==> config.mk <==
export PLATFORM = sky130hd
export DESIGN_NAME = fib_index_finder
export DESIGN_NICKNAME = d
export VERILOG_FILES = /design/src/rtl/fib_pkg.sv /design/src/rtl/fib_step_unit.sv /design/src/rtl/fib_index_finder.sv
export SDC_FILE = /design/constraint.sdc
export NUM_CORES = 1
export LEC_CHECK = 0
export ABC_AREA = 1
export CAP_MARGIN = 30
export CORE_UTILIZATION = 60
export DETAILED_ROUTE_END_ITERATION = 10
export GPL_ROUTABILITY_DRIVEN = 0
export PLACE_DENSITY = 0.87
export SLEW_MARGIN = 20
export SYNTH_ARGS = -nofsm -noshare
export SYNTH_HDL_FRONTEND = slang
export SYNTH_SLANG_ARGS = --single-unit
==> constraint.sdc <==
create_clock -name clk -period 2.4 [get_ports clk]
set_input_delay 0.48 -clock clk [delete_from_list [all_inputs] [get_ports clk]]
set_output_delay 0.48 -clock clk [all_outputs]
set_load 0.05 [all_outputs]
==> src/rtl/fib_pkg.sv <==
// Shared widths, index limit and FSM state type for the Fibonacci index finder.
// Imported by fib_step_unit and fib_index_finder.
package fib_pkg;

    localparam int FIB_W   = 16;
    localparam int IDX_W   = 5;
    localparam int MAX_IDX = 24;

    typedef enum logic [1:0] {
        IDLE   = 2'd0,
        SEARCH = 2'd1,
        DONE   = 2'd2
    } fib_state_t;

endpackage

==> src/rtl/fib_step_unit.sv <==
// Holds the consecutive Fibonacci pair (prev, cur) and advances it by one term per cycle.
// The o_prev port exists only when FIB_FLOOR_EN is defined.
module fib_step_unit
    import fib_pkg::*;
#(
    parameter int FIB_W = fib_pkg::FIB_W
) (
    input  logic             clk,
    input  logic             rst_n,
    input  logic             i_load,
    input  logic             i_advance,
    output logic [FIB_W-1:0] o_cur,
`ifdef FIB_FLOOR_EN
    output logic [FIB_W-1:0] o_prev,
`endif
    output logic             o_carry
);

    logic [FIB_W-1:0] r_prev;
    logic [FIB_W-1:0] r_cur;
    logic [FIB_W:0]   w_sum;

    // One extra bit so a next term beyond the register range is detectable.
    assign w_sum = {1'b0, r_prev} + {1'b0, r_cur};

    always_ff @(posedge clk or negedge rst_n) begin
        if (!rst_n) begin
            r_prev <= '0;
            r_cur  <= '0;
        end else if (i_load) begin
            r_prev <= '0;
            r_cur  <= FIB_W'(1);
        end else if (i_advance) begin
            r_prev <= r_cur;
            r_cur  <= w_sum[FIB_W-1:0];
        end
    end

    assign o_cur   = r_cur;
    assign o_carry = w_sum[FIB_W];
`ifdef FIB_FLOOR_EN
    assign o_prev  = r_prev;
`endif

endmodule

==> src/rtl/fib_index_finder.sv <==
// Searches the Fibonacci series for a 16-bit value, reporting membership and smallest index.
// Define FIB_FLOOR_EN to add floor_val and report the floor index on a miss.
module fib_index_finder
    import fib_pkg::*;
#(
    parameter int FIB_W = fib_pkg::FIB_W,
    parameter int IDX_W = fib_pkg::IDX_W
) (
    input  logic             clk,
    input  logic             usr_reset_n,
    input  logic             start,
    input  logic [FIB_W-1:0] value_in,
    output logic             busy,
    output logic             done,
    output logic             is_fib,
    output logic [IDX_W-1:0] fib_index
`ifdef FIB_FLOOR_EN
    ,
    output logic [FIB_W-1:0] floor_val
`endif
);

    fib_state_t       r_state;
    logic [FIB_W-1:0] r_target;
    logic [IDX_W-1:0] r_idx;
    logic             r_is_fib;
    logic [IDX_W-1:0] r_fib_index;
`ifdef FIB_FLOOR_EN
    logic [FIB_W-1:0] r_floor;
    logic [FIB_W-1:0] w_prev;
`endif

    logic [FIB_W-1:0] w_cur;
    logic             w_carry;
    logic             w_accept;
    logic             w_searching;
    logic             w_hit;
    logic             w_over;
    logic             w_advance;

    assign w_searching = (r_state == SEARCH);
    assign w_accept    = start && !w_searching;
    assign w_hit       = (w_cur == r_target);
    assign w_over      = (w_cur > r_target);
    assign w_advance   = w_searching && !w_hit && !w_over && !w_carry;

    fib_step_unit #(
        .FIB_W (FIB_W)
    ) u_step (
        .clk       (clk),
        .rst_n     (usr_reset_n),
        .i_load    (w_accept),
        .i_advance (w_advance),
        .o_cur     (w_cur),
`ifdef FIB_FLOOR_EN
        .o_prev    (w_prev),
`endif
        .o_carry   (w_carry)
    );

    always_ff @(posedge clk or negedge usr_reset_n) begin
        if (!usr_reset_n) begin
            r_state     <= IDLE;
            r_target    <= '0;
            r_idx       <= '0;
            r_is_fib    <= 1'b0;
            r_fib_index <= '0;
`ifdef FIB_FLOOR_EN
            r_floor     <= '0;
`endif
        end else begin
            case (r_state)
                IDLE, DONE: begin
                    if (start) begin
                        r_target <= value_in;
                        r_idx    <= IDX_W'(1);
                        // Zero precedes the series head, so it resolves without searching.
                        if (value_in == '0) begin
                            r_is_fib    <= 1'b1;
                            r_fib_index <= '0;
`ifdef FIB_FLOOR_EN
                            r_floor     <= '0;
`endif
                            r_state     <= DONE;
                        end else begin
                            r_state     <= SEARCH;
                        end
                    end else begin
                        r_state <= IDLE;
                    end
                end
                SEARCH: begin
                    if (w_hit) begin
                        r_is_fib    <= 1'b1;
                        r_fib_index <= r_idx;
`ifdef FIB_FLOOR_EN
                        r_floor     <= r_target;
`endif
                        r_state     <= DONE;
                    end else if (w_over) begin
                        r_is_fib    <= 1'b0;
`ifdef FIB_FLOOR_EN
                        r_fib_index <= r_idx - IDX_W'(1);
                        r_floor     <= w_prev;
`else
                        r_fib_index <= '0;
`endif
                        r_state     <= DONE;
                    end else if (w_carry) begin
                        // Next term no longer fits: cur is the largest representable term.
                        r_is_fib    <= 1'b0;
`ifdef FIB_FLOOR_EN
                        r_fib_index <= r_idx;
                        r_floor     <= w_cur;
`else
                        r_fib_index <= '0;
`endif
                        r_state     <= DONE;
                    end else begin
                        r_idx <= r_idx + IDX_W'(1);
                    end
                end
                default: r_state <= IDLE;
            endcase
        end
    end

    assign busy      = w_searching;
    assign done      = (r_state == DONE);
    assign is_fib    = r_is_fib;
    assign fib_index = r_fib_index;
`ifdef FIB_FLOOR_EN
    assign floor_val = r_floor;
`endif

endmodule

; ---- Word-level counts from Yosys, hierarchy flattened
; Cells that the tools add are included.
; W data, S select, Z words.
[classes]
n_div = 0
magnitude_cmp = 1
shift = 0
add_sub_neg = 2
bitwise_logic = 0
n_eq_ne = 9
reduce_logical = 16
mux = 27
multipliers = 0
[ops]
columns = op, count
row1 = $mux W16, 4
row2 = $mux W5, 9
row3 = $pmux W5 S2, 2
row4 = $add A16 B16 Y17, 1
row5 = $eq A16 B16 Y1, 1
row6 = $gt A16 B16 Y1, 1
row7 = $logic_not A16 Y1, 1
row8 = $mux W2, 5
row9 = $ne A2 B2 Y1 const B, 5
row10 = $add A5 B1 Y5 const B, 1
row11 = $mux W1, 5
row12 = $reduce_and A5 Y1, 1
row13 = $logic_and A1 B1 Y1, 4
row14 = $logic_not A1 Y1, 4
row15 = $ne A4 B1 Y1 const B, 1
row16 = $pmux W2 S2, 1
row17 = $reduce_and A4 Y1, 1
row18 = $reduce_bool A2 Y1, 2
row19 = $eq A2 B1 Y1 const B, 1
row20 = $eq A2 B2 Y1 const B, 1
row21 = $logic_not A2 Y1, 1
row22 = $pmux W1 S2, 1
row23 = $reduce_and A2 Y1, 1
row24 = $reduce_or A2 Y1, 1
[word_totals]
ff_bits = 61
memories = 0
input_bits = 19
word_cells = 62
mem_bits_ro = 0
ramBits = 0
output_inout_bits = 8
latchBits = 0

; ---- Logic depth before layout (Yosys ltp)
; Gate-level depths: netlist (run 1).
[depth]
depth_word = 7
depth_mapped = 15
ltp_nobuf = 14

; ---- Modules after synthesis
; From an unflattened synthesis (run 1), not the netlist that was laid out.
[hier_totals]
cells_unflattened = 535
area_unflattened_um2 = 3921.3
[modules_own_cells]
columns = mod, area_each_um2, seq_area_each_um2, n_inst, cells_each
row1 = fib_step_unit, 2160.8, 800.8, 1, 310
row2 = fib_index_finder, 1760.4, 725.7, 1, 225

; ---- Least setup slack after synthesis (run 1)
; No wires, ideal clock.
[synth_path]
path_type = register -> register
startpoint = register u_step.r_cur[0] (netlist: u_step.o_cur[0])
endpoint = register u_step.r_cur[13] (netlist: u_step.o_cur[13])
n_path_buf = 1
required_ns = 2.334
period_less_slack_ns = 1.965
stages_incl_launch_ff = 13
arrival_time_ns = 1.899
path_slack_ns = 0.435
cell_sequence = dfrtp_1 -> ha_1 -> fa_1 -> nand2_1 -> nand2_1 -> nand3_1 -> nand2_2 -> nand3_4 -> nand4_4 -> buf_6 -> nand2_4 -> nand2_1 -> nand2_1
[synth_between]
elab_chain_cells = 6
[synth_rtl]
columns = element, line_no
row1 = from (decl), fib_step_unit.sv:20  ; logic [FIB_W-1:0] r_cur;
row2 = from (signal assigned), fib_step_unit.sv:35  ; r_cur <= w_sum[FIB_W-1:0];
row3 = "parallel branches: the longest is 6 deep, another holds $gt A16 B16 Y1", -
; Parallel ways; which one is timed is not known. The select of a mux whose other input is x is not followed.
; A chain may end at the register's enable or synchronous reset.

; ---- Worst setup path in the final report (run 1)
[layout_path]
startpoint = register u_step.r_cur[0] (netlist: u_step.o_cur[0])
endpoint = register u_step.r_cur[7] (netlist: u_step.o_cur[7])
; The elaborated chain is that of the path after synthesis.

==> results.sh, run 1 <==
export IMPL_cts_inserted_buffers=9
export IMPL_regArea_sq_mm=0.00153
export IMPL_p_comb_share_pct=51.6
export IMPL_power_leakage_nw=2.66
export IMPL_holdBufCountCts=0
export IMPL_grt_max_degree=34
export IMPL_fin_cells=699
export IMPL_reg2reg_to="u_step.o_cur[7]"
export IMPL_syn_num_nets=628
export IMPL_synth_top_cell_by_area="dfrtp_1"
export IMPL_numPortBuffers=26
export IMPL_root_buffer="clkbuf_8"
export IMPL_clock_path_buffers=2
export IMPL_setup_viol=0
export IMPL_syn_mean_instance_area_sq_um=7.12
export IMPL_period_needed_ps=2290
export IMPL_syn_area_sq_mm=0.00410
export IMPL_grt_use_total_pct=29.9
export IMPL_clk_latency_ps=340
export IMPL_crit_path_max_fanout=10
export IMPL_worstSetupPathType="register to register"
export IMPL_worstPathArrival_ps=2570
export IMPL_row_count=29
export IMPL_min_period_over_period_pct=95.3
export IMPL_worst_pin_slew_ps=530
export IMPL_cts_tree="built"
export IMPL_area_delta_synth_final_pct=15.9
export IMPL_synth_compound_area_share_pct=4.89
export IMPL_critPathLaunchType="register"
export IMPL_floorplan_die_height_um=84.6
export IMPL_synth_top_cell_area_share_pct=37.3
export IMPL_multi_input_area_sq_mm=0.00223
export IMPL_grt_pass1_vias=3833
export IMPL_drt_iter0_markers=274
export IMPL_seqPwrFrac_pct=31.1
export IMPL_synth_top_family_by_area="simple AND/OR/NAND/NOR gates"
export IMPL_yosys_register_bits=61
export IMPL_die_area_sq_mm=0.00716
export IMPL_switching_power_mw=2.43
export IMPL_cp_required_ps=2680
export IMPL_final_common_cell="nand2_1"
export IMPL_holdCritPathClass="input port to asynchronous set/reset pin"
export IMPL_antenna_found_initial=0
export IMPL_grt_setup_unrepaired="false"
export IMPL_ys_types=32
export IMPL_clkPwrFrac_pct=17.3
export IMPL_relSlewSlack_pct=64.6
export IMPL_initial_utilization_pct=63.4
export IMPL_startpoint="u_step.o_cur[0]"
export IMPL_internal_power_mw=2.96
export IMPL_synthTopCellsByArea="dfrtp_1 37%, nand2_1 18%, ha_1 10%, nand3_1 10%, inv_1 6.4%"
export IMPL_htreeDepth=3
export IMPL_layout_common_cells="194 x nand2_1, 82 x nand3_1, 70 x inv_1, 60 x dfrtp_1, 42 x nor2_1"
export IMPL_grt_pass1_wl_mm=17.0
export IMPL_syn_inst=575
export IMPL_status="completed"
export IMPL_synthAdderAreaFrac_pct=10.6
export IMPL_overflow=0
export IMPL_regToRegStartpoint="u_step.o_cur[0]"
export IMPL_cts_sinks=61
export IMPL_dpl_hpwl_mm=7.38
export IMPL_synth_simple_area_share_pct=36.5
export IMPL_first_pass_iters=8
export IMPL_routed_wl_mm=9.93
export IMPL_wire_per_inst_um=14.2
export IMPL_power_density_mw_per_mm2=1140
export IMPL_power_mw=5.39
export IMPL_layout_drive_gt1_share_pct=8.68
export IMPL_crit_path_end_kind="register"
export IMPL_max_freq_mhz=437
export IMPL_synth_ff_type="dfrtp_1"
export IMPL_fillers=457
export IMPL_drv_cap=0
export IMPL_viasPerCell=5.61
export IMPL_ant_nets=0
export IMPL_coreArea_sq_mm=0.00646
export IMPL_hold_viol=0
export IMPL_die_width_um=84.6
export IMPL_yosysWarningCount=0
export IMPL_synth_mux_area_share_pct=0
export IMPL_synth_edf_count=0
export IMPL_diodes=0
export IMPL_p_sw_share_pct=45.1
export IMPL_vias=3921
export IMPL_finClkSkew_ps=5.61
export IMPL_route_detailed_drc=0
export IMPL_io_pins=27
export IMPL_final_max_slew_viol_count=0
export IMPL_clk_pin_slew_ps=70
export IMPL_rr_worst_depth=11
export IMPL_nets=671
export IMPL_ir_drop_mv=0.461
export IMPL_dp_cells=680
export IMPL_r2r_setup_slack_ps=110
export IMPL_synthXorXnorAreaFrac_pct=1.92
export IMPL_synth_seq_area_share_pct=37.3
export IMPL_synth_async_reset_ratio_pct=100
[stage by stage]
stage	setup TNS (ps)	util, %	instance area, sq um	worst slack, ps	hold WS, ps
after global placement	0	69.5	4490	50.5	453
after global routing	0	73.5	4750	5.23	147
after detailed placement	-143	69.5	4490	-22.7	461
after CTS	-7.28	72.7	4700	-7.28	115
after floorplan	0	-	4100	435	184
final	0	73.5	4750	114	108
[power by group through the flow]
stage          registers, mW  logic, mW  clock network [mW]
2_1_floorplan           1.63       1.94                   0
5_1_grt                 1.72       3.14               0.984
3_3_place_gp            1.66       2.48                   0
4_1_cts                 1.66       2.64               0.941
3_5_place_dp            1.68       2.59                   0
6_report                1.68       2.78               0.932
[layer usage]
metal	part of all wire, %	vias up	track usage (%)
li1	-	1911	-
met1	43	1839	36.6
met2	50	155	52.1
met3	5.8	16	5.80
met4	1.4	0	11.7
met5	0	-	0
[cell families after synthesis]
group                    after synthesis
AO/OA/AOI/OAI                         39
XOR/XNOR                               9
flip-flops                            61
AND/OR/NAND/NOR                      344
buffers and inverters                 88
adder cells (fa/ha/maj)               34
[flip-flops by register name (all words and copies together), names as in the netlist]
name / count
u_step.r_prev: 16
r_state: 2
is_fib: 1
u_step.o_cur: 16
r_target: 16
fib_index: 5
r_idx: 5
[final cells by class]
class / instances / share of cell area [%]
inverters: 73 / 5.77
flip-flops and latches: 61 / 32.2
multi-input cells: 427 / 47.0
clock buffers: 11 / 3.19
repair buffers: 46 / 8.78
well taps: 77 / 2.03
clock inverters: 4 / 1.00
[worst max-delay path by stage]
stage | to | slack, ps | cells after the start
after floorplan | u_step.o_cur[13] | 440 | 12
after global placement | u_step.o_cur[15] | 50 | 11
after detailed placement | u_step.r_prev[14] | -20 | 11
after CTS | u_step.r_prev[4] | -7 | 11
after global routing | u_step.o_cur[7] | 5 | 11
final | u_step.o_cur[7] | 110 | 11
[what timing repair did]
| item | CTS | global route |
|---|---|---|
| cloned | 0 | 1 |
| gates resized for setup | 2 | 5 |
| pin swaps | 0 | 2 |
| buffers inserted | 0 | 3 |
| endpoints found under the hold margin | 0 | 0 |
| endpoints found under the setup margin | 11 | 44 |
[critical path, cell delays in order (launching register included)]
cell and delay (ps):
dfrtp_2 440, ha_2 220, fa_1 420, nand2_1 110
nand2_1 120, nand3_1 130, nand2_2 100, nand3_4 100
nand4_2 210, nand2_4 200, nand2_1 100, nand2_1 70
[cells in the mapped netlist (2+ instances only)]
master    count
dfrtp_1      61
ha_1         33
o21ai_0      20
inv_1        70
nor3_1        3
or2_2         2
nand2_2       2
a21oi_1      17
nor2_2        3
inv_2         2
buf_6         2
xnor2_1       4
clkbuf_1      8
nor2_1       43
nand4_1       3
nand2_1     195
nand3_1      82
and2_1        4
buf_4         4
xor2_1        5
Note: power is estimated with default switching activity, not from simulation.
==> inputs of run 2 (changes only) <==
Settings changed: PLACE_DENSITY 0.87 to 0.81.
==> run 2 against run 1 <==
Global-route usage fell by 0.25 points. Sequential cell count did not move. Utilization fell by 0.14 points. Non-clock buffer count fell by 3. Sequential share of layout area barely moved. Highest routed layer unchanged. Worst setup slack improved by 33 ps. Clock-buffer cell count fell by 1. Critical path type is now register to primary output. Hold slack improved by 61 ps.
==> results.sh, run 2 (synthesis results as in run 1) <==
export IMPL_holdCritPathClass="input port to asynchronous set/reset pin"
export IMPL_cp_required_ps=1920
export IMPL_power_leakage_nw=2.65
export IMPL_vias=3894
export IMPL_multi_input_area_sq_mm=0.00224
export IMPL_io_pins=27
export IMPL_root_buffer="clkbuf_8"
export IMPL_grt_pass1_vias=3656
export IMPL_slowest_delay_ps=820
export IMPL_antenna_found_initial=0
export IMPL_r2r_setup_slack_ps=180
export IMPL_final_common_cell="nand2_1"
export IMPL_viasPerCell=5.59
export IMPL_grt_use_total_pct=29.7
export IMPL_layout_common_cells="194 x nand2_1, 82 x nand3_1, 70 x inv_1, 61 x dfrtp_1, 41 x nor2_1"
export IMPL_whs_ps=169
export IMPL_rr_worst_depth=11
export IMPL_drt_iter0_markers=235
export IMPL_status="completed"
export IMPL_numPortBuffers=26
export IMPL_dp_cells=680
export IMPL_clk_latency_ps=340
export IMPL_ant_nets=0
export IMPL_die_area_sq_mm=0.00716
export IMPL_cts_inserted_buffers=9
export IMPL_grt_setup_unrepaired="false"
export IMPL_regArea_sq_mm=0.00153
export IMPL_pre_cts_slack_ps=18.2
export IMPL_min_period_over_period_pct=93.9
export IMPL_worstSetupPathType="register to primary output"
export IMPL_hold_viol=0
export IMPL_fin_cells=697
export IMPL_coreArea_sq_mm=0.00646
export IMPL_first_pass_iters=7
export IMPL_worstPathArrival_ps=1770
export IMPL_fillers=487
export IMPL_cts_sinks=61
export IMPL_grt_max_degree=34
export IMPL_overflow=0
export IMPL_route_detailed_drc=0
export IMPL_critPathLaunchType="register"
export IMPL_htreeDepth=3
export IMPL_relSlewSlack_pct=55.6
export IMPL_period_needed_ps=2250
export IMPL_crit_path_end_kind="primary output"
export IMPL_final_max_slew_viol_count=0
export IMPL_path_cells="nor2_8, clkdlybuf4s50_1"
export IMPL_dpl_hpwl_mm=7.16
export IMPL_layout_drive_gt1_share_pct=8.39
export IMPL_row_count=29
export IMPL_drv_cap=0
export IMPL_setup_ws_ps=147
export IMPL_die_width_um=84.6
export IMPL_grt_pass1_wl_mm=16.7
export IMPL_post_cts_buffers=0
export IMPL_power_mw=5.30
export IMPL_power_density_mw_per_mm2=1120
export IMPL_initial_utilization_pct=63.4
export IMPL_crit_path_max_fanout=6
export IMPL_ir_drop_mv=0.557
export IMPL_finClkSkew_ps=12.1
export IMPL_diodes=0
export IMPL_nets=668
export IMPL_floorplan_die_height_um=84.6
export IMPL_tns_ps=0
export IMPL_clock_path_buffers=2
export IMPL_regToRegStartpoint="u_step.o_cur[0]"
export IMPL_setup_viol=0
export IMPL_clk_pin_slew_ps=80
export IMPL_cpMaxStageDelayCell="clkdlybuf4s50_1"
export IMPL_max_freq_mhz=444
export IMPL_wire_per_inst_um=14.1
export IMPL_reg2reg_to="u_step.r_prev[13]"
export IMPL_worst_pin_slew_ps=667
export IMPL_cts_tree="built"
export IMPL_area_delta_synth_final_pct=15.7
export IMPL_routed_wl_mm=9.83
[run 2: worst max-delay path, delay by kind of cell, from the launching register on]
family	cells	cell delay (ps)
DFF	1	440
and+or+nand+nor	1	170
buffers and inverters	1	820
[run 2: layer usage]
metal | global-route usage (%) | vias to the layer above | wire length (um)
met5 | 0 | - | 0
met2 | 49.8 | 142 | 4760
met1 | 38.5 | 1820 | 4290
met3 | 5.01 | 22 | 532
met4 | 11.2 | 0 | 240
li1 | - | 1910 | -
[run 2: per-stage QoR]
step | util (%) | area (sq um)
finish | 73.4 | 4740
floorplan | - | 4100
global route | 73.4 | 4740
detailed placement | 69.7 | 4500
CTS | 72.7 | 4690
global placement | 69.7 | 4500
[run 2: worst max path at each step]
stage / startpoint / end / slack [ps] / cells after the start
after global placement: u_step.o_cur[0] / u_step.o_cur[15] / 40 / 11
after global routing: u_step.o_cur[0] / u_step.r_prev[8] / 30 / 11
after floorplan: u_step.o_cur[0] / u_step.o_cur[13] / 440 / 12
after CTS: u_step.o_cur[11] / u_step.o_cur[9] / 7 / 12
final: r_state[1] / busy / 150 / 2
after detailed placement: u_step.o_cur[1] / u_step.r_prev[13] / 20 / 12
[run 2: layout make-up]
type	instances	share of cell area (%)
multi-input combinational	427	47.2
sequential	61	32.2
timing repair buffer	43	8.69
inverter	73	5.78
clock buffer	10	2.69
tap	77	2.03
clock inverter	6	1.35
[run 2: timing repair]
item	in CTS	in global routing
hold buffers	0	0
hold endpoints to repair	0	0
gates resized for setup	0	9
endpoints found under the setup margin	0	39
[run 2: where the power goes]
group	internal, mW	switching [mW]	total [mW]
Sequential	1.39	0.273	1.66
Clock	0.478	0.429	0.906
Combinational	1.02	1.71	2.73
Total	2.89	2.42	5.30
==> inputs of run 3 (changes only) <==
Settings changed: CORE_UTILIZATION 60 to 54, PLACE_DENSITY 0.81 to 0.77.
Clock period 2.4 ns to 1.8 ns, I/O delays scaled along.
==> run 3 against run 2 <==
The run now ends with negative setup slack left. Final area rose by 15%. Sequential cell count did not move. Via count up 6.2%. Register-to-register slack lost 310 ps. Worst setup slack got worse by 280 ps. Routed wire length increased by 10%. Highest routed layer unchanged. Total power is 53% higher. Combinational power up 71%. Non-clock buffer count rose by 66.
==> results.sh, run 3 (synthesis results as in run 1) <==
export IMPL_layout_common_cells="179 x nand2_1, 83 x buf_4, 79 x nand3_1, 70 x inv_1, 58 x dfrtp_1"
export IMPL_drv_cap=0
export IMPL_path_cells="ha_1, nand2_1, inv_1, o21bai_1, a21oi_2, nor2_4, nand4_4, buf_8, nand3_1, nand2_1"
export IMPL_slowest_delay_ps=460
export IMPL_crit_top_cell="nand2_1"
export IMPL_routed_wl_mm=10.9
export IMPL_cp_required_ps=2050
export IMPL_cts_inserted_buffers=9
export IMPL_grt_setup_unrepaired="true"
export IMPL_dpl_hpwl_mm=7.68
export IMPL_power_leakage_nw=3.03
export IMPL_diodes=0
export IMPL_utilization_pct=74.9
export IMPL_switching_power_mw=3.60
export IMPL_holdCritPathClass="input port to asynchronous set/reset pin"
export IMPL_numPortBuffers=26
export IMPL_min_period_over_period_pct=107
export IMPL_die_area_sq_mm=0.00794
export IMPL_critPathLaunchType="register"
export IMPL_initial_utilization_pct=56.2
export IMPL_violations="negative setup slack"
export IMPL_final_max_slew_viol_count=0
export IMPL_antenna_found_initial=0
export IMPL_drt_iter0_markers=224
export IMPL_grt_max_degree=62
export IMPL_row_count=31
export IMPL_cpMaxStageDelayCell="dfrtp_2"
export IMPL_root_buffer="clkbuf_8"
export IMPL_clkPwrFrac_pct=14.5
export IMPL_fillers=530
export IMPL_layout_drive_gt1_share_pct=23.4
export IMPL_p_sw_share_pct=44.5
export IMPL_cts_tree="built"
export IMPL_setup_viol=44
export IMPL_tns_ps=-4630
export IMPL_grt_use_total_pct=29.9
export IMPL_relSlewSlack_pct=67.9
export IMPL_cts_sinks=61
export IMPL_crit_path_max_fanout=19
export IMPL_period_needed_ps=1930
export IMPL_hold_viol=0
export IMPL_worstSetupPathType="register to register"
export IMPL_dp_cells=761
export IMPL_worstPathArrival_ps=2180
export IMPL_clk_pin_slew_ps=80
export IMPL_area_delta_synth_final_pct=33.3
export IMPL_wire_per_inst_um=13.8
export IMPL_seqPwrFrac_pct=27.9
export IMPL_nets=734
export IMPL_coreArea_sq_mm=0.00729
export IMPL_die_width_um=89.1
export IMPL_max_freq_mhz=517
export IMPL_dpl_cell_area_sq_mm=0.00501
export IMPL_floorplan_die_height_um=89.1
export IMPL_power_density_mw_per_mm2=1480
export IMPL_clock_path_buffers=2
export IMPL_worst_pin_slew_ps=478
export IMPL_crit_buf_inv=2
export IMPL_internal_power_mw=4.49
export IMPL_grt_pass1_wl_mm=18.1
export IMPL_crit_family="simple AND/OR/NAND/NOR gates"
export IMPL_first_pass_iters=5
export IMPL_whs_ps=4.75
export IMPL_ant_nets=0
export IMPL_status="finished, violations left"
export IMPL_power_mw=8.09
export IMPL_final_common_cell="nand2_1"
export IMPL_design_area_sq_mm=0.00546
export IMPL_p_comb_share_pct=57.6
export IMPL_overflow=0
export IMPL_fin_cells=784
export IMPL_setup_ws_ps=-133
export IMPL_pre_cts_slack_ps=-329
export IMPL_finClkSkew_ps=14.5
export IMPL_clk_latency_ps=350
export IMPL_vias=4136
export IMPL_crit_path_end_kind="register"
export IMPL_viasPerCell=5.28
export IMPL_route_detailed_drc=0
export IMPL_ir_drop_mv=0.595
export IMPL_io_pins=27
export IMPL_grt_pass1_vias=4098
export IMPL_htreeDepth=3
run 3: changes by cell type in the layout (fill, tap and decap cells not counted), moves of 3 or more:
cell | previous run | this run
clkdlybuf4s50_1 | 25 | 17
nand2_2 | 3 | 16
nand3_1 | 82 | 79
nand3_2 | 0 | 3
ha_1 | 32 | 27
buf_4 | 14 | 83
dfrtp_1 | 61 | 58
nor2_1 | 41 | 34
buf_12 | 2 | 5
dfrtp_2 | 0 | 3
nand2_1 | 194 | 179
nor2_2 | 4 | 9
ha_4 | 0 | 5
run 3: power groups by stage:
stage          combinational, mW  sequential (mW)  clock [mW]
6_report                    4.66             2.26        1.17
5_1_grt                     5.13             2.31        1.25
4_1_cts                     4.49             2.25        1.19
3_5_place_dp                4.09             2.23           0
3_3_place_gp                3.94             2.20           0
2_1_floorplan               2.59             2.17           0
run 3: cell type report:
type / count / area, sq um / share of cell area (%)
Clock buffer: 10 / 128 / 2.34
Clock inverter: 5 / 52.6 / 0.963
Inverter: 73 / 274 / 5.02
Multi-Input combinational cell: 427 / 2410 / 44.2
Sequential cell: 61 / 1530 / 28.0
Tap cell: 99 / 124 / 2.27
Timing Repair Buffer: 109 / 936 / 17.1
run 3: worst paths after layout:
| path | slack, ps | from | end | depth (start not counted) |
|---|---|---|---|---|
| worst max-delay path | -130 | u_step.o_cur[9] | u_step.o_cur[7] | 10 |
| worst min-delay path | 5 | usr_reset_n | fib_index[1] | 2 |
| worst max register to register | -130 | u_step.o_cur[9] | u_step.o_cur[7] | 10 |
| worst min register to register | 490 | fib_index[2] | fib_index[2] | 2 |
| max in group asynchronous | 1490 | usr_reset_n | u_step.o_cur[11] | 2 |
| min in group clk | 490 | fib_index[2] | fib_index[2] | 2 |
run 3: metal layers:
layer  routed length, um  share of wire [%]  track usage (%)
met1                4780                 44             36.2
met2                5360                 49             52.2
met3                 474                4.4             6.28
met4                 236                2.2             11.4
met5                   0                  0                0
run 3: timing repair:
action / CTS / global route
pin swaps: 6 / 2
buffers inserted: 6 / 1
setup endpoints to repair: 45 / 45
hold endpoints to repair: 0 / 0
hold buffers: 0 / 0
cloned: 1 / 0
resized for setup: 41 / 8
